File: config.mk
export PLATFORM = sky130hd
export DESIGN_NAME = mem_cmd_scheduler
export DESIGN_NICKNAME = d
export VERILOG_FILES = /design/src/rtl/mem_ctrl_pkg.sv /design/src/rtl/mem_sched_pacer.sv /design/src/rtl/mem_cmd_scheduler.sv
export SDC_FILE = /design/constraint.sdc
export NUM_CORES = 1
export LEC_CHECK = 0
export ABC_AREA = 1
export BUFFER_PORTS_ARGS = -buffer_cell sky130_fd_sc_hd__buf_4
export CAP_MARGIN = 20
export CORE_AREA = 5 5 182 184
export DETAILED_ROUTE_END_ITERATION = 7
export DIE_AREA = 0 0 187 189
export HOLD_SLACK_MARGIN = 0.03
export PLACE_DENSITY = 0.49
export SKIP_CTS_REPAIR_TIMING = 1
export SYNTH_ARGS = -nofsm -noshare
export SYNTH_HDL_FRONTEND = slang
export SYNTH_HIERARCHICAL = 1
export SYNTH_SLANG_ARGS = --single-unit
File: constraint.sdc
create_clock -name clk_in -period 1.3 [get_ports clk_in]
set_input_delay 0.13 -clock clk_in [delete_from_list [all_inputs] [get_ports clk_in]]
set_output_delay 0.13 -clock clk_in [all_outputs]
set_load 0.01 [all_outputs]
File: src/rtl/mem_ctrl_pkg.sv
// Shared types and helpers for the memory command front end.
package mem_ctrl_pkg;

    localparam int unsigned CYCLE_W = 32;
    localparam int unsigned ADDR_W  = 16;
    localparam int unsigned DATA_W  = 32;
    localparam int unsigned ID_W    = 4;
    localparam int unsigned MAX_REQ = 32;

    typedef struct packed {
        logic [ADDR_W-1:0]  addr;
        logic               we;
        logic [DATA_W-1:0]  data;
        logic [ID_W-1:0]    id;
        logic [CYCLE_W-1:0] cycle_count;
    } mem_request_t;

    // Lowest set index of vec; MAX_REQ when vec is empty.
    function automatic int unsigned prio_pick(input logic [MAX_REQ-1:0] vec);
        for (int unsigned i = 0; i < MAX_REQ; i++) begin
            if (vec[i]) return i;
        end
        return MAX_REQ;
    endfunction

endpackage

File: src/rtl/mem_sched_pacer.sv
// Paces ready->pending transfers: minimum issue gap plus in-flight cap.
module mem_sched_pacer
    import mem_ctrl_pkg::*;
#(
    parameter int unsigned MAX_INFLIGHT = 8,
    parameter int unsigned ISSUE_GAP    = 1
) (
    input  logic                             clk,
    input  logic                             rst_n,
    input  logic                             ready_empty,
    input  logic                             pop,
    output logic                             transfer,
    output logic [$clog2(MAX_INFLIGHT+1)-1:0] inflight
);

    localparam int unsigned INF_W = $clog2(MAX_INFLIGHT + 1);
    localparam int unsigned GAP_W = (ISSUE_GAP > 1) ? $clog2(ISSUE_GAP) : 1;

    logic [GAP_W-1:0] gap_cnt;
    logic [INF_W-1:0] inflight_q;

    assign transfer = !ready_empty && (inflight_q < INF_W'(MAX_INFLIGHT)) && (gap_cnt == '0);
    assign inflight = inflight_q;

    always_ff @(posedge clk or negedge rst_n) begin
        if (!rst_n) begin
            gap_cnt <= '0;
        end else if (transfer) begin
            gap_cnt <= GAP_W'(ISSUE_GAP - 1);
        end else if (gap_cnt != '0) begin
            gap_cnt <= gap_cnt - 1'b1;
        end
    end

    always_ff @(posedge clk or negedge rst_n) begin
        if (!rst_n) begin
            inflight_q <= '0;
        end else begin
            unique case ({transfer, pop})
                2'b10:   inflight_q <= inflight_q + 1'b1;
                2'b01:   if (inflight_q != '0) inflight_q <= inflight_q - 1'b1;
                default: inflight_q <= inflight_q;
            endcase
        end
    end

    a_no_pop_when_empty: assert property (
        @(posedge clk) disable iff (!rst_n) !(pop && inflight_q == '0));

endmodule

File: src/rtl/mem_cmd_scheduler.sv
// Front-end scheduler: arbitrates requesters onto the queue enqueue port and paces transfers.
// Optional starvation override is built when MEM_SCHED_AGING_EN is defined.
module mem_cmd_scheduler
    import mem_ctrl_pkg::*;
#(
    parameter int unsigned NUM_REQ      = 4,
    parameter int unsigned MAX_INFLIGHT = 8,
    parameter int unsigned ISSUE_GAP    = 1,
    parameter int unsigned STARVE_LIMIT = 16
) (
    input  logic                                clk_in,
    input  logic                                rst_n_in,
    input  logic [NUM_REQ-1:0]                  req_valid_in,
    input  mem_request_t [NUM_REQ-1:0]          req_in,
    output logic [NUM_REQ-1:0]                  req_ready_out,
    output logic                                q_enqueue_out,
    output mem_request_t                        q_req_out,
    input  logic                                q_full_in,
    input  logic                                q_ready_empty_in,
    output logic                                q_transfer_out,
    input  logic                                q_promote_in,
    output logic                                q_promote_ready_out,
    input  logic                                resp_ready_in,
    output logic [CYCLE_W-1:0]                  cycle_count_out,
    output logic [$clog2(MAX_INFLIGHT+1)-1:0]   inflight_out
);

    localparam int unsigned INF_W = $clog2(MAX_INFLIGHT + 1);

    if (NUM_REQ < 2 || NUM_REQ > MAX_REQ || MAX_INFLIGHT < 1 || ISSUE_GAP < 1 || STARVE_LIMIT < 1)
    begin : g_bad_cfg
        $error("mem_cmd_scheduler: illegal parameter set");
    end

    logic [CYCLE_W-1:0] cycle_cnt;
    logic [NUM_REQ-1:0] cand;
    logic [NUM_REQ-1:0] grant;
    logic [MAX_REQ-1:0] pick_vec;
    int unsigned        winner;
    mem_request_t       sel;
    logic               transfer;
    logic [INF_W-1:0]   inflight;

    always_ff @(posedge clk_in or negedge rst_n_in) begin
        if (!rst_n_in) cycle_cnt <= '0;
        else           cycle_cnt <= cycle_cnt + 1'b1;
    end

`ifdef MEM_SCHED_AGING_EN
    localparam int unsigned WAIT_W = $clog2(STARVE_LIMIT + 1);

    logic [WAIT_W-1:0]  wait_cnt [NUM_REQ];
    logic [NUM_REQ-1:0] starving;

    always_ff @(posedge clk_in or negedge rst_n_in) begin
        if (!rst_n_in) begin
            for (int unsigned i = 0; i < NUM_REQ; i++) wait_cnt[i] <= '0;
        end else begin
            for (int unsigned i = 0; i < NUM_REQ; i++) begin
                if (!req_valid_in[i] || grant[i])
                    wait_cnt[i] <= '0;
                else if (wait_cnt[i] != WAIT_W'(STARVE_LIMIT))
                    wait_cnt[i] <= wait_cnt[i] + 1'b1;
            end
        end
    end

    always_comb begin
        starving = '0;
        for (int unsigned i = 0; i < NUM_REQ; i++)
            starving[i] = req_valid_in[i] && (wait_cnt[i] >= WAIT_W'(STARVE_LIMIT));
    end

    // Starved requesters form the candidate set; fixed priority then applies within it.
    assign cand = (|starving) ? starving : req_valid_in;
`else
    assign cand = req_valid_in;
`endif

    always_comb begin
        pick_vec                = '0;
        pick_vec[NUM_REQ-1:0]   = cand;
        winner                  = prio_pick(pick_vec);
        grant                   = '0;
        sel                     = '0;
        if (!q_full_in) begin
            for (int unsigned i = 0; i < NUM_REQ; i++) begin
                if (winner == i) begin
                    grant[i] = 1'b1;
                    sel      = req_in[i];
                end
            end
        end
        if (|grant) sel.cycle_count = cycle_cnt;
    end

    mem_sched_pacer #(
        .MAX_INFLIGHT (MAX_INFLIGHT),
        .ISSUE_GAP    (ISSUE_GAP)
    ) u_pacer (
        .clk         (clk_in),
        .rst_n       (rst_n_in),
        .ready_empty (q_ready_empty_in),
        .pop         (q_promote_in && resp_ready_in),
        .transfer    (transfer),
        .inflight    (inflight)
    );

    // Combinational outputs are forced low while reset is asserted.
    assign req_ready_out       = rst_n_in ? grant : '0;
    assign q_enqueue_out       = rst_n_in && (|grant);
    assign q_req_out           = rst_n_in ? sel : '0;
    assign q_transfer_out      = rst_n_in && transfer;
    assign q_promote_ready_out = rst_n_in && resp_ready_in;
    assign cycle_count_out     = cycle_cnt;
    assign inflight_out        = inflight;

endmodule

---- After elaboration in Yosys (flattened, before gate mapping) ----
Index checks and enable logic that the tools add are counted.
cells by class
  muxes and demuxes ....................... 36
  bitwise gates (word level) .............. 1
  reduce and logical (&&, ||, !) cells .... 12
  equality and inequality tests ........... 6
  magnitude comparators ................... 1
  add/sub/neg operators ................... 4
operators with widths
  operator                 count
  $mux W85                 6
  $mux W32                 7
  $eq A32 B2 Y1 const B    2
  $add A32 B1 Y32 const B  1
  $eq A32 B1 Y1 const B    1
  $logic_not A32 Y1        1
  $mux W1                  19
  $mux W4                  3
  $pmux W4 S2              1
  $logic_and A1 B1 Y1      6
  $add A4 B1 Y4 const B    1
  $lt A4 B4 Y1 const B     1
  $reduce_bool A4 Y1       1
  $reduce_or A4 Y1         1
  $sub A4 B1 Y4 const B    1
  $eq A2 B1 Y1 const B     1
  $eq A2 B2 Y1 const B     1
  $ne A2 B1 Y1 const B     1
  $reduce_and A2 Y1        1
  $reduce_bool A2 Y1       1
  $logic_not A1 Y1         1
  $not A1 Y1               1
  $sub A1 B1 Y1 const B    1
storage, ports and cells
  word-level logic and storage cells ...... 63
  bits of input ports ..................... 350
  flip-flop bits (word level) ............. 37

---- Logic depth before layout (Yosys ltp) ----
  word-level depth ........................ 16
  depth in mapped cells ................... 11
  mapped depth without buffers ............ 11

---- Hierarchy ----
Netlist, hierarchy kept.
by module, submodules not included
  module             sequential area each (um^2)  area each (um^2)  cells each  times used
  mem_cmd_scheduler  800.8                        3866.2            719         1
  mem_sched_pacer    100.1                        315.3             45          1

---- Least setup slack after synthesis ----
OpenSTA, ideal clock, no wires.
  kind .................................... reg-to-reg
  from .................................... register cycle_cnt[0], in the netlist cycle_count_out[0]
  to ...................................... register cycle_cnt[26], in the netlist cycle_count_out[26]
  required time ........................... 1.183 ns
  period minus slack after synthesis ...... 1.431 ns
  buffers on the path ..................... 0
  setup time .............................. 0.117 ns
  arrival ................................. 1.314 ns
  stages on the path, launching flop included .. 9
  setup slack ............................. -0.131 ns
  cells stage by stage .................... dfrtp_1 > ha_1 > inv_1 > nor2_2 > nand2_1 > nor2_2 > nand2_1 > nand2_1 > nand2_1
on the way
  cells in the longest elaborated chain, start to end .. 1
ends and longest elaborated chain
  item                    line                     RTL
  start, declared         mem_cmd_scheduler.sv:35  logic [CYCLE_W-1:0] cycle_cnt;
  start signal, assigned  mem_cmd_scheduler.sv:46  else cycle_cnt <= cycle_cnt + 1'b1;
  $add A32 B1 Y32         mem_cmd_scheduler.sv:46
No other way between the ends.
A chain may end at the register's enable or synchronous reset.

==> flow_metrics.env <==
export IMPL_status="complete, but fails checks"
export IMPL_violations="setup timing"
export IMPL_numPortBuffers=349
export IMPL_synthCells=764
export IMPL_fp_row_count=65
export IMPL_drv_slew=0
export IMPL_final_common_cell="buf_4"
export IMPL_busiest_layer="met2"
export IMPL_routed_wl_um=29400
export IMPL_clock_path_buffers=2
export IMPL_hold_viol_final=0
export IMPL_period_share_pct=114
export IMPL_setup_ws_ns=-0.183
export IMPL_clk_pin_slew_ns=0.06
export IMPL_final_seq_area_um2=903
export IMPL_detailed_place_hpwl_um=19100
export IMPL_hp_class="in -> async"
export IMPL_cts_sinks=36
export IMPL_tightest_slew_ns=0.394
export IMPL_antenna_left=0
export IMPL_die_y_um=189
export IMPL_grt_max_degree=102
export IMPL_critPathMaxFanout=7
export IMPL_viasPerCell=4.13
export IMPL_via_count=6661
export IMPL_finClkSkew_ns=0.00320
export IMPL_crit_arrival_ns=1.35
export IMPL_ys_seq_area_share_pct=21.5
export IMPL_grt_pass1_wl_um=34400
export IMPL_vdd_drop_max_mv=0.838
export IMPL_synth_cell_types=26
export IMPL_grt_use_met3_pct=3.12
export IMPL_setup_viol=98
export IMPL_multi_input_area_um2=3560
export IMPL_total_leakage_power_nw=4.79
export IMPL_first_pass_iters=4
export IMPL_die_area_um2=35300
export IMPL_maxCapViolCount=0
export IMPL_relSlewSlack_pct=73.7
export IMPL_core_um2=31200
export IMPL_start_util_pct=13.4
export IMPL_fmax_mhz=675
export IMPL_placed_area_um2=7880
export IMPL_clk_latency_ns=0.28
export IMPL_drive_above_1_share_pct=52.4
export IMPL_drt_iter0_drc=188
export IMPL_worst_setup_path_start_kind="input pin"
export IMPL_cts_tree="done"
export IMPL_cts_root_buf="clkbuf_16"
export IMPL_grt_pass1_vias=6265
export IMPL_drc=0
export IMPL_areaGrowthSynthToFinish_pct=132
export IMPL_finalInstanceArea_um2=9720
export IMPL_grt_util_all_layers_pct=12.0
export IMPL_antenna_found_initial=2
export IMPL_routedWlPerCell_um=18.2
export IMPL_fill_cells=3407
export IMPL_cts_made_buffers=5
export IMPL_rsz0062_at_grt="true"
export IMPL_fin_nets=1562
export IMPL_ios=478
export IMPL_powerDensity_nw_per_um2=524
export IMPL_synth_fp_nets=1116
export IMPL_netlist_area_um2=4180
export IMPL_tns_ns=-10.21
export IMPL_ys_warn_count=6
export IMPL_syn_avg_cell_area_um2=5.47
export IMPL_critPathKind="in -> out"
export IMPL_die_x_um=187
export IMPL_gp_congestion=0.834
export IMPL_overflow=0
export IMPL_cp_end_kind="output port"
export IMPL_mostFrequentLayoutCells="355 x buf_4, 287 x nand2_1, 90 x nand3_1, 75 x buf_6, 50 x nor2_1"
export IMPL_crit_required_ns=1.17
export IMPL_min_period_ns=1.48
export IMPL_htree_levels=2
export IMPL_met2_usage_pct=21.5
export IMPL_antenna_cells=0
export IMPL_synth_seq_cells=36
export IMPL_grtUsageMet1_pct=14.5
export IMPL_pre_cts_slack_ns=-0.183
[path summary, 6_finish.rpt]
kind,from,endpoint,slack [ns],cells after the start
setup / recovery,req_valid_in[1],q_req_out[54],-0.18,9
hold reg to reg,cycle_count_out[31],cycle_count_out[31],0.50,2
hold / removal,rst_n_in,cycle_count_out[1],0.06,3
min in group clk_in,q_ready_empty_in,u_pacer/inflight[1],0.39,7
max in group asynchronous,rst_n_in,cycle_count_out[0],0.56,3
setup reg to reg,u_pacer/inflight[3],u_pacer/inflight[2],-0.09,9
[area by class of cell]
type / instances / area share (%)
clock buffers: 6 / 1.43
clock inverters: 2 / 0.103
inverters: 56 / 2.24
multi-input cells: 638 / 36.6
flip-flops and latches: 36 / 9.29
well taps: 402 / 5.17
repair buffers: 473 / 45.2
[synthesized netlist by cell type]
library cell	count	share of area, %
nand3_1	129	15
buf_2	24	2.9
dfrtp_1	36	22
inv_1	53	4.8
nand2_1	327	29
clkbuf_1	6	0.54
buf_4	1	0.18
o21ai_2	3	0.63
o21ai_1	1	0.12
nand4_1	1	0.15
nor2_2	5	0.75
a21oi_1	2	0.24
nor3_1	1	0.12
inv_2	3	0.27
buf_1	1	0.090
buf_6	3	0.81
nand2_4	1	0.27
nor2_4	3	0.81
or2_1	1	0.15
nor2_1	85	7.6
ha_1	2	0.60
o21ai_0	2	0.24
nand2_2	3	0.45
xor2_1	17	3.6
or2_0	53	7.9
a31oi_4	1	0.51
[through the flow]
| stage | std cells | hold WS, ns | power, mW | util [%] |
|---|---|---|---|---|
| 5_1_grt | 1613 | 0.124 | 5.41 | 31.1 |
| 6_report | 1613 | 0.0618 | 5.10 | 31.1 |
| 2_1_floorplan | 764 | -0.166 | 2.12 | - |
| 3_3_place_gp | 1562 | 0.0850 | 3.28 | 25.2 |
| 3_5_place_dp | 1562 | 0.0874 | 3.31 | 25.2 |
| 4_1_cts | 1570 | -0.216 | 4.57 | 25.7 |
[metal layers]
layer | share of wire, % | wire, µm | vias up
met5 | 0.071 | 21 | -
met4 | 3.2 | 947 | 4
met3 | 5.9 | 1740 | 53
met2 | 51 | 15100 | 288
met1 | 39 | 11500 | 3058
li1 | - | - | 3258
[sequential cells by signal, summed over array words and instances, names as in the netlist]
name and flops:
cycle_count_out 32, u_pacer/inflight 4
[worst max-delay path, stage by stage]
cell	delay [ns]
buf_8	0.10
nor2_4	0.14
buf_12	0.14
nand2_8	0.11
clkbuf_16	0.19
or2_0	0.23
nand3_1	0.09
nand2_1	0.08
buf_6	0.12
[where the power goes]
| part | switching (mW) | internal (mW) |
|---|---|---|
| combinational | 1.18 | 1.40 |
| clock | 0.469 | 0.756 |
| sequential | 0.109 | 1.19 |
[kinds of logic after synthesis]
logic type / count (synthesis) / synth area share (%)
compound gates: 9 / 1.74
xor+xnor: 17 / 3.56
fa+ha+maj: 2 / 0.598
buf+inv: 91 / 9.52
flops: 36 / 21.5
simple gates: 609 / 63.0
Power figures use the tool's default switching activity.
